==> config.mk <==
export PLATFORM = sky130hd
export DESIGN_NAME = trap_controller
export DESIGN_NICKNAME = d
export VERILOG_FILES = /design/src/rtl/trap_controller.sv
export SDC_FILE = /design/constraint.sdc
export NUM_CORES = 1
export LEC_CHECK = 0
export CORE_MARGIN = 4
export CORE_UTILIZATION = 49
export CTS_CLUSTER_SIZE = 14
export DETAILED_ROUTE_END_ITERATION = 6
export HOLD_SLACK_MARGIN = 0.1
export PLACE_DENSITY = 0.78
export SYNTH_ARGS = -nofsm -noshare
export SYNTH_HDL_FRONTEND = slang
export SYNTH_SLANG_ARGS = --single-unit
==> constraint.sdc <==
create_clock -name i_clk -period 3.29 [get_ports i_clk]
set_input_delay 0.987 -clock i_clk [delete_from_list [all_inputs] [get_ports i_clk]]
set_output_delay 0.987 -clock i_clk [all_outputs]
set_load 0.1 [all_outputs]
==> src/rtl/trap_controller.sv <==
`timescale 1ns/1ps
`default_nettype none
// +--------------------------------------------------------------------------+
// | Module      : trap_controller                                            |
// | Description : Machine-mode trap controller. Owns mstatus, mie, mip,      |
// |               mtvec, mepc, mcause, mtval and mscratch. Arbitrates        |
// |               exceptions and interrupts by fixed priority and sequences  |
// |               trap entry / mret with a stallable redirect to fetch.      |
// | Revision    : 1.0 - initial release                                      |
// +--------------------------------------------------------------------------+
module trap_controller #(
  parameter int unsigned         NUM_IRQ   = 4,
  parameter logic [NUM_IRQ-1:0]  EDGE_MASK = '0,
  parameter bit                  VEC_EN    = 1'b1
) (
  input  logic               i_clk,
  input  logic               i_rst_n,
  input  logic [NUM_IRQ-1:0] i_irq,
  input  logic               i_ext_int,
  input  logic               i_tim_int,
  input  logic               i_sft_int,
  input  logic               i_exc_valid,
  input  logic [4:0]         i_exc_cause,
  input  logic [31:0]        i_exc_pc,
  input  logic [31:0]        i_exc_tval,
  input  logic [31:0]        i_int_pc,
  input  logic               i_mret,
  input  logic               i_csr_we,
  input  logic [1:0]         i_csr_op,
  input  logic [11:0]        i_csr_addr,
  input  logic [31:0]        i_csr_wdata,
  input  logic               i_stall,
  output logic [31:0]        o_csr_rdata,
  output logic               o_csr_valid,
  output logic               o_redirect,
  output logic [31:0]        o_redirect_pc,
  output logic               o_busy
);

  // CSR address map
  localparam logic [11:0] c_ADDR_MSTATUS  = 12'h300;
  localparam logic [11:0] c_ADDR_MIE      = 12'h304;
  localparam logic [11:0] c_ADDR_MTVEC    = 12'h305;
  localparam logic [11:0] c_ADDR_MSCRATCH = 12'h340;
  localparam logic [11:0] c_ADDR_MEPC     = 12'h341;
  localparam logic [11:0] c_ADDR_MCAUSE   = 12'h342;
  localparam logic [11:0] c_ADDR_MTVAL    = 12'h343;
  localparam logic [11:0] c_ADDR_MIP      = 12'h344;

  // CSR operation encodings
  localparam logic [1:0] c_OP_RW = 2'd0;
  localparam logic [1:0] c_OP_RS = 2'd1;
  localparam logic [1:0] c_OP_RC = 2'd2;

  // Platform interrupt lines occupy mip/mie bits 16 .. 16+NUM_IRQ-1
  localparam logic [31:0] c_PLAT_MASK  = 32'(((64'd1 << NUM_IRQ) - 64'd1) << 16);
  // Writable mie bits: MSIE(3), MTIE(7), MEIE(11) and the platform lines
  localparam logic [31:0] c_MIE_MASK   = c_PLAT_MASK | 32'h0000_0888;
  // mtvec keeps the mode LSB only when vectored mode is supported
  localparam logic [31:0] c_MTVEC_MASK = VEC_EN ? 32'hFFFF_FFFD : 32'hFFFF_FFFC;
  // Instruction addresses are word aligned
  localparam logic [31:0] c_PC_MASK    = 32'hFFFF_FFFC;

  // Standard interrupt cause codes
  localparam logic [4:0] c_CODE_MSI = 5'd3;
  localparam logic [4:0] c_CODE_MTI = 5'd7;
  localparam logic [4:0] c_CODE_MEI = 5'd11;

  typedef enum logic [1:0] {
    S_IDLE     = 2'd0,
    S_SAVE     = 2'd1,
    S_REDIRECT = 2'd2,
    S_RETURN   = 2'd3
  } state_t;

  state_t             r_state;

  // Architectural CSR state
  logic               r_mstatus_mie;
  logic               r_mstatus_mpie;
  logic [31:0]        r_mie;
  logic [31:0]        r_mtvec;
  logic [31:0]        r_mepc;
  logic [31:0]        r_mcause;
  logic [31:0]        r_mtval;
  logic [31:0]        r_mscratch;

  // Edge-triggered platform interrupt tracking
  logic [NUM_IRQ-1:0] r_irq_d;
  logic [NUM_IRQ-1:0] r_edge_pend;

  // Trap information captured when the trap is accepted in IDLE
  logic               r_t_int;
  logic [4:0]         r_t_code;
  logic [31:0]        r_t_pc;
  logic [31:0]        r_t_tval;

  // Registered redirect outputs
  logic               r_redirect;
  logic [31:0]        r_redirect_pc;

  logic [NUM_IRQ-1:0] w_plat_mip;
  logic [NUM_IRQ-1:0] w_edge_rise;
  logic [NUM_IRQ-1:0] w_edge_clr;
  logic [31:0]        w_mip;
  logic [31:0]        w_pend;
  logic               w_int_req;
  logic               w_trap;
  logic [4:0]         w_int_code;
  logic [31:0]        w_csr_rdata;
  logic               w_csr_hit;
  logic [31:0]        w_csr_new;
  logic               w_csr_wen;
  logic [31:0]        w_tvec_base;
  logic [31:0]        w_trap_target;

  // Platform pending view: level lines follow the input, edge lines use the latch
  assign w_plat_mip  = (i_irq & ~EDGE_MASK) | (r_edge_pend & EDGE_MASK);
  assign w_edge_rise = i_irq & ~r_irq_d & EDGE_MASK;

  // Assemble mip from the three standard level sources and the platform lines
  always_comb begin
    w_mip                  = '0;
    w_mip[3]               = i_sft_int;
    w_mip[7]               = i_tim_int;
    w_mip[11]              = i_ext_int;
    w_mip[16 +: NUM_IRQ]   = w_plat_mip;
  end

  assign w_pend    = w_mip & r_mie;
  assign w_int_req = r_mstatus_mie & (|w_pend);
  // A trap is only accepted in IDLE; exceptions arriving while busy belong to
  // instructions that are being flushed and are therefore ignored.
  assign w_trap    = (r_state == S_IDLE) & (i_exc_valid | w_int_req);

  // Fixed-priority interrupt selection: later assignments override earlier
  // ones, so MEI > MSI > MTI > line 0 > ... > line NUM_IRQ-1.
  always_comb begin
    w_int_code = '0;
    for (int k = NUM_IRQ - 1; k >= 0; k--) begin
      if (w_pend[16 + k]) begin
        w_int_code = 5'(16 + k);
      end
    end
    if (w_pend[7])  w_int_code = c_CODE_MTI;
    if (w_pend[3])  w_int_code = c_CODE_MSI;
    if (w_pend[11]) w_int_code = c_CODE_MEI;
  end

  // CSR read mux; unimplemented addresses read as zero
  always_comb begin
    w_csr_rdata = '0;
    w_csr_hit   = 1'b1;
    case (i_csr_addr)
      c_ADDR_MSTATUS:  w_csr_rdata = {24'b0, r_mstatus_mpie, 3'b0, r_mstatus_mie, 3'b0};
      c_ADDR_MIE:      w_csr_rdata = r_mie;
      c_ADDR_MTVEC:    w_csr_rdata = r_mtvec;
      c_ADDR_MSCRATCH: w_csr_rdata = r_mscratch;
      c_ADDR_MEPC:     w_csr_rdata = r_mepc;
      c_ADDR_MCAUSE:   w_csr_rdata = r_mcause;
      c_ADDR_MTVAL:    w_csr_rdata = r_mtval;
      c_ADDR_MIP:      w_csr_rdata = w_mip;
      default:         w_csr_hit   = 1'b0;
    endcase
  end

  assign o_csr_rdata = w_csr_rdata;
  assign o_csr_valid = w_csr_hit;

  // Read-modify-write result of the current CSR instruction
  always_comb begin
    case (i_csr_op)
      c_OP_RW: w_csr_new = i_csr_wdata;
      c_OP_RS: w_csr_new = w_csr_rdata | i_csr_wdata;
      c_OP_RC: w_csr_new = w_csr_rdata & ~i_csr_wdata;
      default: w_csr_new = w_csr_rdata;
    endcase
  end

  // A write lands only from an undisturbed IDLE cycle: a coincident trap
  // flushes the instruction, and an mret in the same cycle takes precedence.
  assign w_csr_wen = i_csr_we & w_csr_hit & (r_state == S_IDLE) & ~w_trap & ~i_mret;

  // Edge-pending clear sources: the trap that services the line, or a CSR
  // write whose result leaves the bit at zero.
  always_comb begin
    w_edge_clr = '0;
    for (int k = 0; k < NUM_IRQ; k++) begin
      w_edge_clr[k] = ((r_state == S_SAVE) && r_t_int && (r_t_code == 5'(16 + k))) ||
                      (w_csr_wen && (i_csr_addr == c_ADDR_MIP) && !w_csr_new[16 + k]);
    end
  end

  // Trap vector: direct base, or base + 4*code for vectored interrupts
  assign w_tvec_base = {r_mtvec[31:2], 2'b00};
  always_comb begin
    w_trap_target = w_tvec_base;
    if (VEC_EN && r_mtvec[0] && r_t_int) begin
      w_trap_target = w_tvec_base + {25'b0, r_t_code, 2'b00};
    end
  end

  // Edge detection and sticky pending bits for edge-triggered lines; a new
  // rising edge wins over a clear in the same cycle.
  always_ff @(posedge i_clk or negedge i_rst_n) begin
    if (!i_rst_n) begin
      r_irq_d     <= '0;
      r_edge_pend <= '0;
    end else begin
      r_irq_d     <= i_irq;
      r_edge_pend <= ((r_edge_pend & ~w_edge_clr) | w_edge_rise) & EDGE_MASK;
    end
  end

  // Trap/return sequencer together with every CSR it updates
  always_ff @(posedge i_clk or negedge i_rst_n) begin
    if (!i_rst_n) begin
      r_state        <= S_IDLE;
      r_mstatus_mie  <= 1'b0;
      r_mstatus_mpie <= 1'b0;
      r_mie          <= '0;
      r_mtvec        <= '0;
      r_mepc         <= '0;
      r_mcause       <= '0;
      r_mtval        <= '0;
      r_mscratch     <= '0;
      r_t_int        <= 1'b0;
      r_t_code       <= '0;
      r_t_pc         <= '0;
      r_t_tval       <= '0;
      r_redirect     <= 1'b0;
      r_redirect_pc  <= '0;
    end else begin
      case (r_state)
        S_IDLE: begin
          if (w_trap) begin
            // Capture everything now; the CSRs are committed together in SAVE
            r_state  <= S_SAVE;
            r_t_int  <= ~i_exc_valid;
            r_t_code <= i_exc_valid ? i_exc_cause : w_int_code;
            r_t_pc   <= i_exc_valid ? i_exc_pc    : i_int_pc;
            r_t_tval <= i_exc_valid ? i_exc_tval  : 32'h0;
          end else if (i_mret) begin
            r_state        <= S_RETURN;
            r_mstatus_mie  <= r_mstatus_mpie;
            r_mstatus_mpie <= 1'b1;
            r_redirect     <= 1'b1;
            r_redirect_pc  <= r_mepc;
          end else if (w_csr_wen) begin
            case (i_csr_addr)
              c_ADDR_MSTATUS: begin
                r_mstatus_mie  <= w_csr_new[3];
                r_mstatus_mpie <= w_csr_new[7];
              end
              c_ADDR_MIE:      r_mie      <= w_csr_new & c_MIE_MASK;
              c_ADDR_MTVEC:    r_mtvec    <= w_csr_new & c_MTVEC_MASK;
              c_ADDR_MSCRATCH: r_mscratch <= w_csr_new;
              c_ADDR_MEPC:     r_mepc     <= w_csr_new & c_PC_MASK;
              c_ADDR_MCAUSE:   r_mcause   <= w_csr_new;
              c_ADDR_MTVAL:    r_mtval    <= w_csr_new;
              default: ;
            endcase
          end
        end
        S_SAVE: begin
          r_mepc         <= r_t_pc & c_PC_MASK;
          r_mcause       <= {r_t_int, 26'b0, r_t_code};
          r_mtval        <= r_t_tval;
          r_mstatus_mpie <= r_mstatus_mie;
          r_mstatus_mie  <= 1'b0;
          r_redirect     <= 1'b1;
          r_redirect_pc  <= w_trap_target;
          r_state        <= S_REDIRECT;
        end
        S_REDIRECT, S_RETURN: begin
          // Hold the request steady until fetch accepts it
          if (!i_stall) begin
            r_redirect <= 1'b0;
            r_state    <= S_IDLE;
          end
        end
        default: r_state <= S_IDLE;
      endcase
    end
  end

  assign o_redirect    = r_redirect;
  assign o_redirect_pc = r_redirect_pc;
  assign o_busy        = (r_state != S_IDLE);

endmodule
`default_nettype wire

==> results of run 1 <==
-- worst register-to-register path, delay by kind of cell (launching register included) --
family          cells  cell delay, ps
flops               1             560
buf+inv             1             270
simple gates        4            1500
compound gates      2             220
-- cells in the mapped netlist (all sizes together) (14+ instances only) --
library cell  number  share of area, %
and3              16              0.74
a22o              34               2.2
nor2              29              0.87
xor2              16               1.0
a222oi            26               1.9
inv               16              0.45
buf               46               2.0
o21bai            28               1.6
mux2i             37               2.8
a22oi            126               8.1
clkbuf            59               1.6
o21ai            230               8.7
nand2            173               4.9
dfrtp            267                50
o22ai             14              0.70
a21oi             39               1.5
nand3             23              0.89
-- worst max path at each step --
stage	start	cells after the start	slack (ps)	to
after floorplan	i_csr_addr[5]	5	-270	o_csr_rdata[16]
after global placement	i_csr_addr[1]	7	-760	o_csr_rdata[19]
after detailed placement	i_csr_addr[1]	7	-780	o_csr_rdata[19]
after CTS	i_csr_addr[3]	11	-420	o_csr_rdata[20]
after global routing	i_csr_addr[7]	9	-480	o_csr_rdata[14]
final	i_csr_addr[7]	9	-450	o_csr_rdata[14]
-- power by group --
part,internal [mW],switching [mW],leakage [nW]
clock,1.77,1.28,0.426
combinational,1.52,2.91,4.42
sequential,4.25,0.899,3.49
-- per-layer routing --
layer	vias to the layer above	GRT usage, %
li1	5649	-
met5	-	0
met2	905	50.5
met3	182	6.46
met1	6484	41.0
met4	0	15.6
-- final cells by class --
type	instances	area (um2)
Multi-Input combinational cell	936	6760
Fill cell	1835	7640
Clock buffer	36	759
Sequential cell	267	6680
Inverter	16	63.8
Clock inverter	10	109
Tap cell	341	427
Timing Repair Buffer	408	4500
-- cells by family after synthesis --
logic type / synth area share [%]
AO/OA/AOI/OAI: 28.7
XOR/XNOR: 1.63
adder cells (fa/ha/maj): 0.614
buffers and inverters: 4.14
flip-flops: 49.7
multiplexers: 3.68
other: 0.0279
AND/OR/NAND/NOR: 11.5
-- what timing repair did --
| item | 4_1_cts | 5_1_grt |
|---|---|---|
| gates resized for setup | 132 | 16 |
| buffers inserted | 33 | 14 |
| endpoints found under the setup margin | 33 | 33 |
| pin swaps | 48 | 22 |
| gates cloned | 11 | 2 |
-- registers in the layout, indices dropped and copies added, names as in the netlist --
name            flops
r_mepc             30
r_t_int             1
r_mtval            32
r_mcause           32
o_redirect_pc      30
r_t_code            5
r_t_pc             30
r_mstatus_mpie      1
r_state             2
r_t_tval           32
r_mstatus_mie       1
o_redirect          1
r_mie               7
r_mtvec            31
r_mscratch         32
-- stage by stage --
stage	TNS, ps	total power, mW
CTS	-11820	12.5
floorplan	-6130	7.80
global placement	-51140	9.27
detailed placement	-57460	9.45
global route	-13930	13.1
finish	-12620	12.6
-- cell usage in the layout (no fill, tap or decap), types with 16 or more instances in the layout --
cell	synthesis	routed
dfrtp_1	267	267
o21ai_0	171	171
buf_4	4	159
nand2_1	172	144
clkdlybuf4s50_1	0	141
a22oi_1	99	77
buf_12	0	63
o21ai_1	54	54
a22oi_2	26	48
a21oi_1	39	38
mux2i_1	37	37
a22o_1	34	34
clkbuf_16	0	29
o21bai_1	28	28
nand2_4	0	27
a222oi_1	26	26
buf_6	7	26
nor2_1	26	24
nand3_1	22	21
xor2_1	16	16
==> impl_metrics.tcl, run 1 <==
set metrics [dict create \
    wl_met3_um 5080 \
    cp_data_required_time_ps 2300 \
    yosysSeqAreaShare_pct 49.7 \
    period_share_pct 114 \
    top_level_ports 227 \
    start_kind "input port" \
    max-clock-path-buffers 3 \
    crit_family "simple AND/OR/NAND/NOR gates" \
    synth_edf_count 0 \
    drc 0 \
    fin_crit_ps 3740 \
    nNetsFinal 1822 \
    clk_pin_slew_worst_paths_ps 70 \
    hpwl_um 31600 \
    maxCapViolations 0 \
    postLayoutCellArea_um2 19300 \
    peakVddDrop_mv 0.456 \
    max_slew_margin_pct 32.5 \
    async_flop_share_pct 100 \
    arrival_ps 2750 \
    postRouteAntennaNets 0 \
    clockRootBuffer "clkbuf_16" \
    initial_core_util_pct 49.9 \
    synth_ff_type "dfrtp_1" \
    outcome "complete, but fails checks" \
    dp_cells 1909 \
    finalHoldWorstSlack_ps 412 \
    cts.sinks 267 \
    area_growth_pct 43.7 \
    wl_met2_um 23300 \
    routed_wl_um 49800 \
    cts-hold-fix-buffers 0 \
    leakage_nw 8.34 \
    hp-class "in2async" \
    worst_slew_pin_slew_ps 1010 \
    rsz0062_at_grt "yes" \
    final_core_util_pct 71.6 \
    synth_area_per_cell_um2 10.2 \
    top_layer "met4" \
    drt_pass1_iterations 7 \
    place.gp.congestion 0.977 \
    worst_slack_ps -445 \
    avgViaCountPerCell 6.56 \
    path_max_fanout 6 \
    yosysWarnings 0 \
    num_vias 13200 \
    drt_iter0_markers 1852 \
    violations "negative setup slack" \
    r2r_cells 7 \
    r2r_setup_slack_ps 680 \
    finClkSkew_ps 16.2 \
    insertion_delay_ps 540 \
    place_ws_ps -776 \
    crit_top_cell "buf_6" \
    cts_max_level 1 \
    die_w_um 174 \
    overflow 0 \
    finalSetupViolations 33 \
    antenna_cells 0 \
    powerDensity_nw_per_um2 654 \
    path_class "in2out" \
    r2r_end "r_mtval[19]$_DFFE_PN0P_" \
    synth_cell_types 80 \
    die_y_um 174 \
    report.final.slew_viol_count 0 \
    layout-drive-gt1-share_pct 27.2 \
    fmax_mhz 268 \
    avgRoutedWirePerCell_um 24.7 \
    placementRows 60 \
    syn_area_um2 13400 \
    grt_usage_pct 31.5 \
    tritoncts "done" \
    met1_length_um 18800 \
    critPathMaxStageDelay_ps 440 \
    synth_seq_cells 267 \
    cp-end-kind "primary output" \
    dpl_cell_area_um2 17400 \
    path_buf_inv 5 \
    cp_cell_sequence "buf_6 -> or3_4 -> buf_6 -> nor4_4 -> buf_6 -> buf_16 -> a222oi_1 -> nand2_4 -> buf_12" \
    hold_viol 0 \
    cp_slowest_cell "or3_4" \
    grt_max_degree 81 \
    core-area_um2 27000 \
    grt_pass1_vias 13200 \
    die-area_um2 30100 \
    antenna_found_initial 0 \
    io_buffers 220 \
    cts_buffers 27 \
    r2r-start "r_state[1]$_DFFE_PN0P_" \
    netlist_instances 1323 \
    grt_pass1_wl_um 75900 \
    finalNonFillerCells 2014 \
]
Power figures use the tool's default switching activity.
==> inputs of run 2 (changes only) <==
Settings changed: CORE_UTILIZATION 49 to 58, HOLD_SLACK_MARGIN 0.1 to not set, PLACE_DENSITY 0.78 to 0.86, SETUP_SLACK_MARGIN set to 0.15.
Clock period 3.29 ns to 4.7 ns, I/O delays scaled along.
==> impl_metrics.tcl, run 2 (synthesis results as in run 1) <==
set metrics [dict create \
    outcome "complete, but fails checks" \
    violations "design-rule violations, negative setup slack" \
    grt_pass1_vias 13500 \
    peakVddDrop_mv 0.390 \
    powerDensity_nw_per_um2 479 \
    multiInputGateArea_um2 6490 \
    core-area_um2 22700 \
    filler_cell_count 1251 \
    max_slew_margin_pct 18.1 \
    overflow 0 \
    fmax_mhz 210 \
    hp-class "reg2reg" \
    ff_latch_area_um2 6680 \
    path_max_fanout 6 \
    grt_pass1_wl_um 75600 \
    cts.sinks 267 \
    cts_max_level 1 \
    drt_iter0_markers 2561 \
    clk_pin_slew_worst_paths_ps 60 \
    clockRootBuffer "clkbuf_16" \
    drt_pass1_iterations 7 \
    hold_viol 0 \
    layout_commonest_cell "dfrtp_1" \
    start_kind "input port" \
    antenna_found_initial 0 \
    io_buffers 220 \
    top_level_ports 227 \
    postRouteAntennaNets 0 \
    max-clock-path-buffers 3 \
    fin_crit_ps 4760 \
    num_vias 13500 \
    insertion_delay_ps 560 \
    rsz0062_at_grt "yes" \
    drc 11 \
    leakage_nw 7.96 \
    die-area_um2 25700 \
    finClkSkew_ps 18.4 \
    place.gp.congestion 0.949 \
    power_mw 8.88 \
    avgViaCountPerCell 7.02 \
    maxCapViolations 0 \
    grt_max_degree 111 \
    period_share_pct 101 \
    placementRows 55 \
    arrival_ps 3350 \
    nNetsFinal 1790 \
    die_w_um 160 \
    grt_usage_pct 37.0 \
    worst_slew_pin_slew_ps 1230 \
    hpwl_um 30400 \
    finalHoldWorstSlack_ps 485 \
    path_class "in2out" \
    cts-hold-fix-buffers 0 \
    report.final.slew_viol_count 0 \
    initial_core_util_pct 59.2 \
    cts_buffers 28 \
    finalSetupViolations 2 \
    routed_wl_um 50900 \
    tritoncts "done" \
    final_core_util_pct 81.7 \
    die_y_um 160 \
    avgRoutedWirePerCell_um 26.4 \
    cp_data_required_time_ps 3290 \
    area_growth_pct 38.1 \
    final_cell_mix "dfrtp_1, clkdlybuf4s50_1, o21ai_0" \
    worst_slack_ps -64.9 \
    cp-end-kind "primary output" \
    antenna_cells 0 \
    layout-drive-gt1-share_pct 22.2 \
]
## run 2: area by class of cell
cell class | instances | share of cell area, %
Multi-Input combinational cell | 936 | 35.0
Tap cell | 285 | 1.92
Sequential cell | 267 | 36.0
Inverter | 16 | 0.324
Clock buffer | 35 | 4.14
Clock inverter | 11 | 0.661
Timing Repair Buffer | 375 | 22.0
## run 2: where the power goes
group / total, mW / internal [mW] / leakage, nW / switching, mW
registers: 3.57 / 2.98 / 3.49 / 0.595
logic: 3.10 / 1.03 / 4.04 / 2.07
clock network: 2.21 / 1.26 / 0.425 / 0.949
## run 2: metal layers
layer	wire, um	GRT usage [%]	up-vias	part of all wire, %
met1	17800	46.6	6529	35
met5	0	0	-	0
met2	23600	60.2	1117	46
met4	3130	19.5	0	6.2
met3	6340	8.31	286	12
li1	-	-	5588	-
## run 2: through the flow
stage	cell area [um2]	TNS, ps	worst slack [ps]	cells
after floorplan	13600	-131	-82.8	1324
after global placement	16800	-5440	-233	1815
after detailed placement	16800	-5970	-259	1815
after CTS	18300	0	115	1907
after global routing	18600	-163	-100	1925
final	18600	-124	-64.9	1925
## run 2: final timing paths
kind	startpoint	endpoint	slack, ps	cells after the start
setup / recovery	i_csr_addr[0]	o_csr_rdata[25]	-60	12
setup reg to reg	r_mtvec[2]$_DFFE_PN0P_	o_redirect_pc[22]$_DFFE_PN0P_	1740	9
max in group asynchronous	i_rst_n	r_mtval[28]$_DFFE_PN0P_	2790	2
hold / removal	o_redirect_pc[5]$_DFFE_PN0P_	o_redirect_pc[5]$_DFFE_PN0P_	480	2
hold reg to reg	o_redirect_pc[5]$_DFFE_PN0P_	o_redirect_pc[5]$_DFFE_PN0P_	480	2
min in group asynchronous	i_rst_n	r_mepc[17]$_DFFE_PN0P_	950	1
## run 2: critical path, cell delays in order
cell and delay [ps]:
buf_6 90, buf_6 120, buf_6 110, nand3b_1 190, nor4_4 80, buf_6 140
buf_12 130, buf_16 130, buf_12 120, a222oi_1 460, nand2_2 160, buf_12 200
## run 2: timing repair
item	CTS	global route
pin swaps	33	38
endpoints found under the hold margin	0	0
resized for setup	89	26
endpoints found under the setup margin	33	31
buffers inserted	40	16
gates cloned	6	2
==> inputs of run 3 (changes only) <==
Settings changed: GPL_TIMING_DRIVEN set to 0.
==> impl_metrics.tcl, run 3 (synthesis results as in run 1) <==
set metrics [dict create \
    layout_commonest_cell "dfrtp_1" \
    fmax_mhz 216 \
    core-area_um2 22700 \
    die_y_um 160 \
    drt_pass1_iterations 7 \
    cp_cell_sequence "buf_6 -> or3_4 -> buf_12 -> nor4_4 -> buf_6 -> buf_12 -> buf_16 -> a222oi_1 -> nand2_2 -> buf_12" \
    critPathMaxStageDelay_ps 410 \
    hpwl_um 36900 \
    grt_pass1_vias 13800 \
    worst_slack_ps 60.0 \
    final.setup.tns_ps 0 \
    rsz0062_at_grt "yes" \
    hold_viol 0 \
    clockRootBuffer "clkbuf_16" \
    final_cell_mix "dfrtp_1, clkdlybuf4s50_1, o21ai_0" \
    antenna_found_initial 1 \
    switching_share_pct 41.2 \
    worst_slew_pin_slew_ps 1130 \
    layout-drive-gt1-share_pct 17.9 \
    cts.sinks 267 \
    filler_cell_count 1368 \
    placementRows 55 \
    top_level_ports 227 \
    postRouteAntennaNets 0 \
    cp-end-kind "primary output" \
    p_int_mw 5.34 \
    cp_data_required_time_ps 3290 \
    clk_pin_slew_worst_paths_ps 60 \
    finalNonFillerCells 1931 \
    nNetsFinal 1790 \
    p_switching_mw 3.75 \
    io_buffers 217 \
    violations "design-rule violations" \
    grt_usage_pct 39.9 \
    tritoncts "done" \
    insertion_delay_ps 560 \
    die-area_um2 25700 \
    cp_slowest_cell "or3_4" \
    period_share_pct 98.7 \
    hp-class "reg2reg" \
    outcome "complete, but fails checks" \
    power.share.clock_pct 25.5 \
    place_ws_ps -1650 \
    finalHoldWorstSlack_ps 482 \
    cts_buffers 28 \
    powerDensity_nw_per_um2 501 \
    path_class "in2out" \
    maxCapViolations 0 \
    num_vias 13800 \
    arrival_ps 3230 \
    finClkSkew_ps 15.1 \
    report.final.slew_viol_count 0 \
    drt_iter0_markers 2210 \
    drc 10 \
    start_kind "input port" \
    leakage_nw 7.72 \
    avgViaCountPerCell 7.12 \
    crit_family "buffers and inverters" \
    path_max_fanout 7 \
    pwr-share-comb_pct 35.0 \
    die_w_um 160 \
    max_slew_margin_pct 24.9 \
    place.gp.congestion 1.00 \
    power_mw 9.09 \
    initial_core_util_pct 59.2 \
    dp_cells 1828 \
    grt_max_degree 96 \
    finalSetupViolations 0 \
    grt_pass1_wl_um 79600 \
    overflow 0 \
    peakVddDrop_mv 0.400 \
    crit_top_cell "buf_12" \
    path_buf_inv 6 \
    antenna_cells 0 \
    routed_wl_um 53400 \
    max-clock-path-buffers 3 \
    avgRoutedWirePerCell_um 27.7 \
    cts_max_level 1 \
    area_growth_pct 35.1 \
    fin_crit_ps 4640 \
    seqPwrFrac_pct 39.4 \
]
[run 3: changes by cell type in the layout (fill, tap and decap cells not counted), sizes merged]
cell           change
clkbuf            +57
clkdlybuf4s15      +4
clkinv             +5
bufinv             +1
clkinvlp           -1
buf               -60
[run 3: area by class of cell]
class | instances | area (um2) | share of cell area [%]
Timing Repair Buffer | 271 | 3020 | 16.6
Sequential cell | 267 | 6680 | 36.8
Inverter | 16 | 62.6 | 0.344
Multi-Input combinational cell | 936 | 6460 | 35.6
Buffer | 104 | 628 | 3.46
Clock inverter | 16 | 166 | 0.916
Tap cell | 285 | 357 | 1.96
Clock buffer | 36 | 792 | 4.36
[run 3: path summary, 6_finish.rpt]
path / end / from / cells past startpoint / slack (ps)
worst min register to register: o_redirect_pc[22]$_DFFE_PN0P_ / o_redirect_pc[22]$_DFFE_PN0P_ / 2 / 480
max in group asynchronous: r_mscratch[28]$_DFFE_PN0P_ / i_rst_n / 2 / 2910
worst max register to register: o_redirect_pc[22]$_DFFE_PN0P_ / r_mtvec[2]$_DFFE_PN0P_ / 10 / 1490
min in group asynchronous: r_mie[16]$_DFFE_PN0P_ / i_rst_n / 1 / 840
worst max-delay path: o_csr_rdata[25] / i_csr_addr[7] / 10 / 60
worst min-delay path: o_redirect_pc[22]$_DFFE_PN0P_ / o_redirect_pc[22]$_DFFE_PN0P_ / 2 / 480
[run 3: power groups by stage]
stage | Sequential, mW | Clock, mW | Combinational [mW]
after global routing | 3.61 | 2.40 | 3.35
after floorplan | 4.10 | 0 | 1.34
final | 3.58 | 2.32 | 3.19
after global placement | 3.53 | 0 | 2.97
after detailed placement | 3.54 | 0 | 3.07
after CTS | 3.52 | 2.30 | 3.11
[run 3: tightest hold or removal path: stages, from the launching register on]
cell and delay, ps:
dfrtp_1 340, nand2_1 40, o21ai_0 60
[run 3: timing repair]
action / in CTS / in global routing
resized for setup: 374 / 31
hold endpoints to repair: 0 / 0
hold buffers: 0 / 0
pin swaps: 23 / 30
buffers inserted: 30 / 17
endpoints found under the setup margin: 33 / 33
cloned: 5 / 0
[run 3: routing by layer]
layer  GRT usage (%)  vias to the layer above  routed length [um]
li1                -                     5594                   -
met5               0                        -                   8
met3            11.9                      283                7110
met4            21.4                        2                3430
met2            61.9                     1227               24000
met1            50.6                     6645               18900
[run 3: metrics by stage]
stage                     util, %  cell area (um2)
after floorplan                 -            13600
after global placement       70.8            16100
after detailed placement     71.1            16100
after CTS                    78.9            17900
after global routing         80.0            18200
final                        80.0            18200
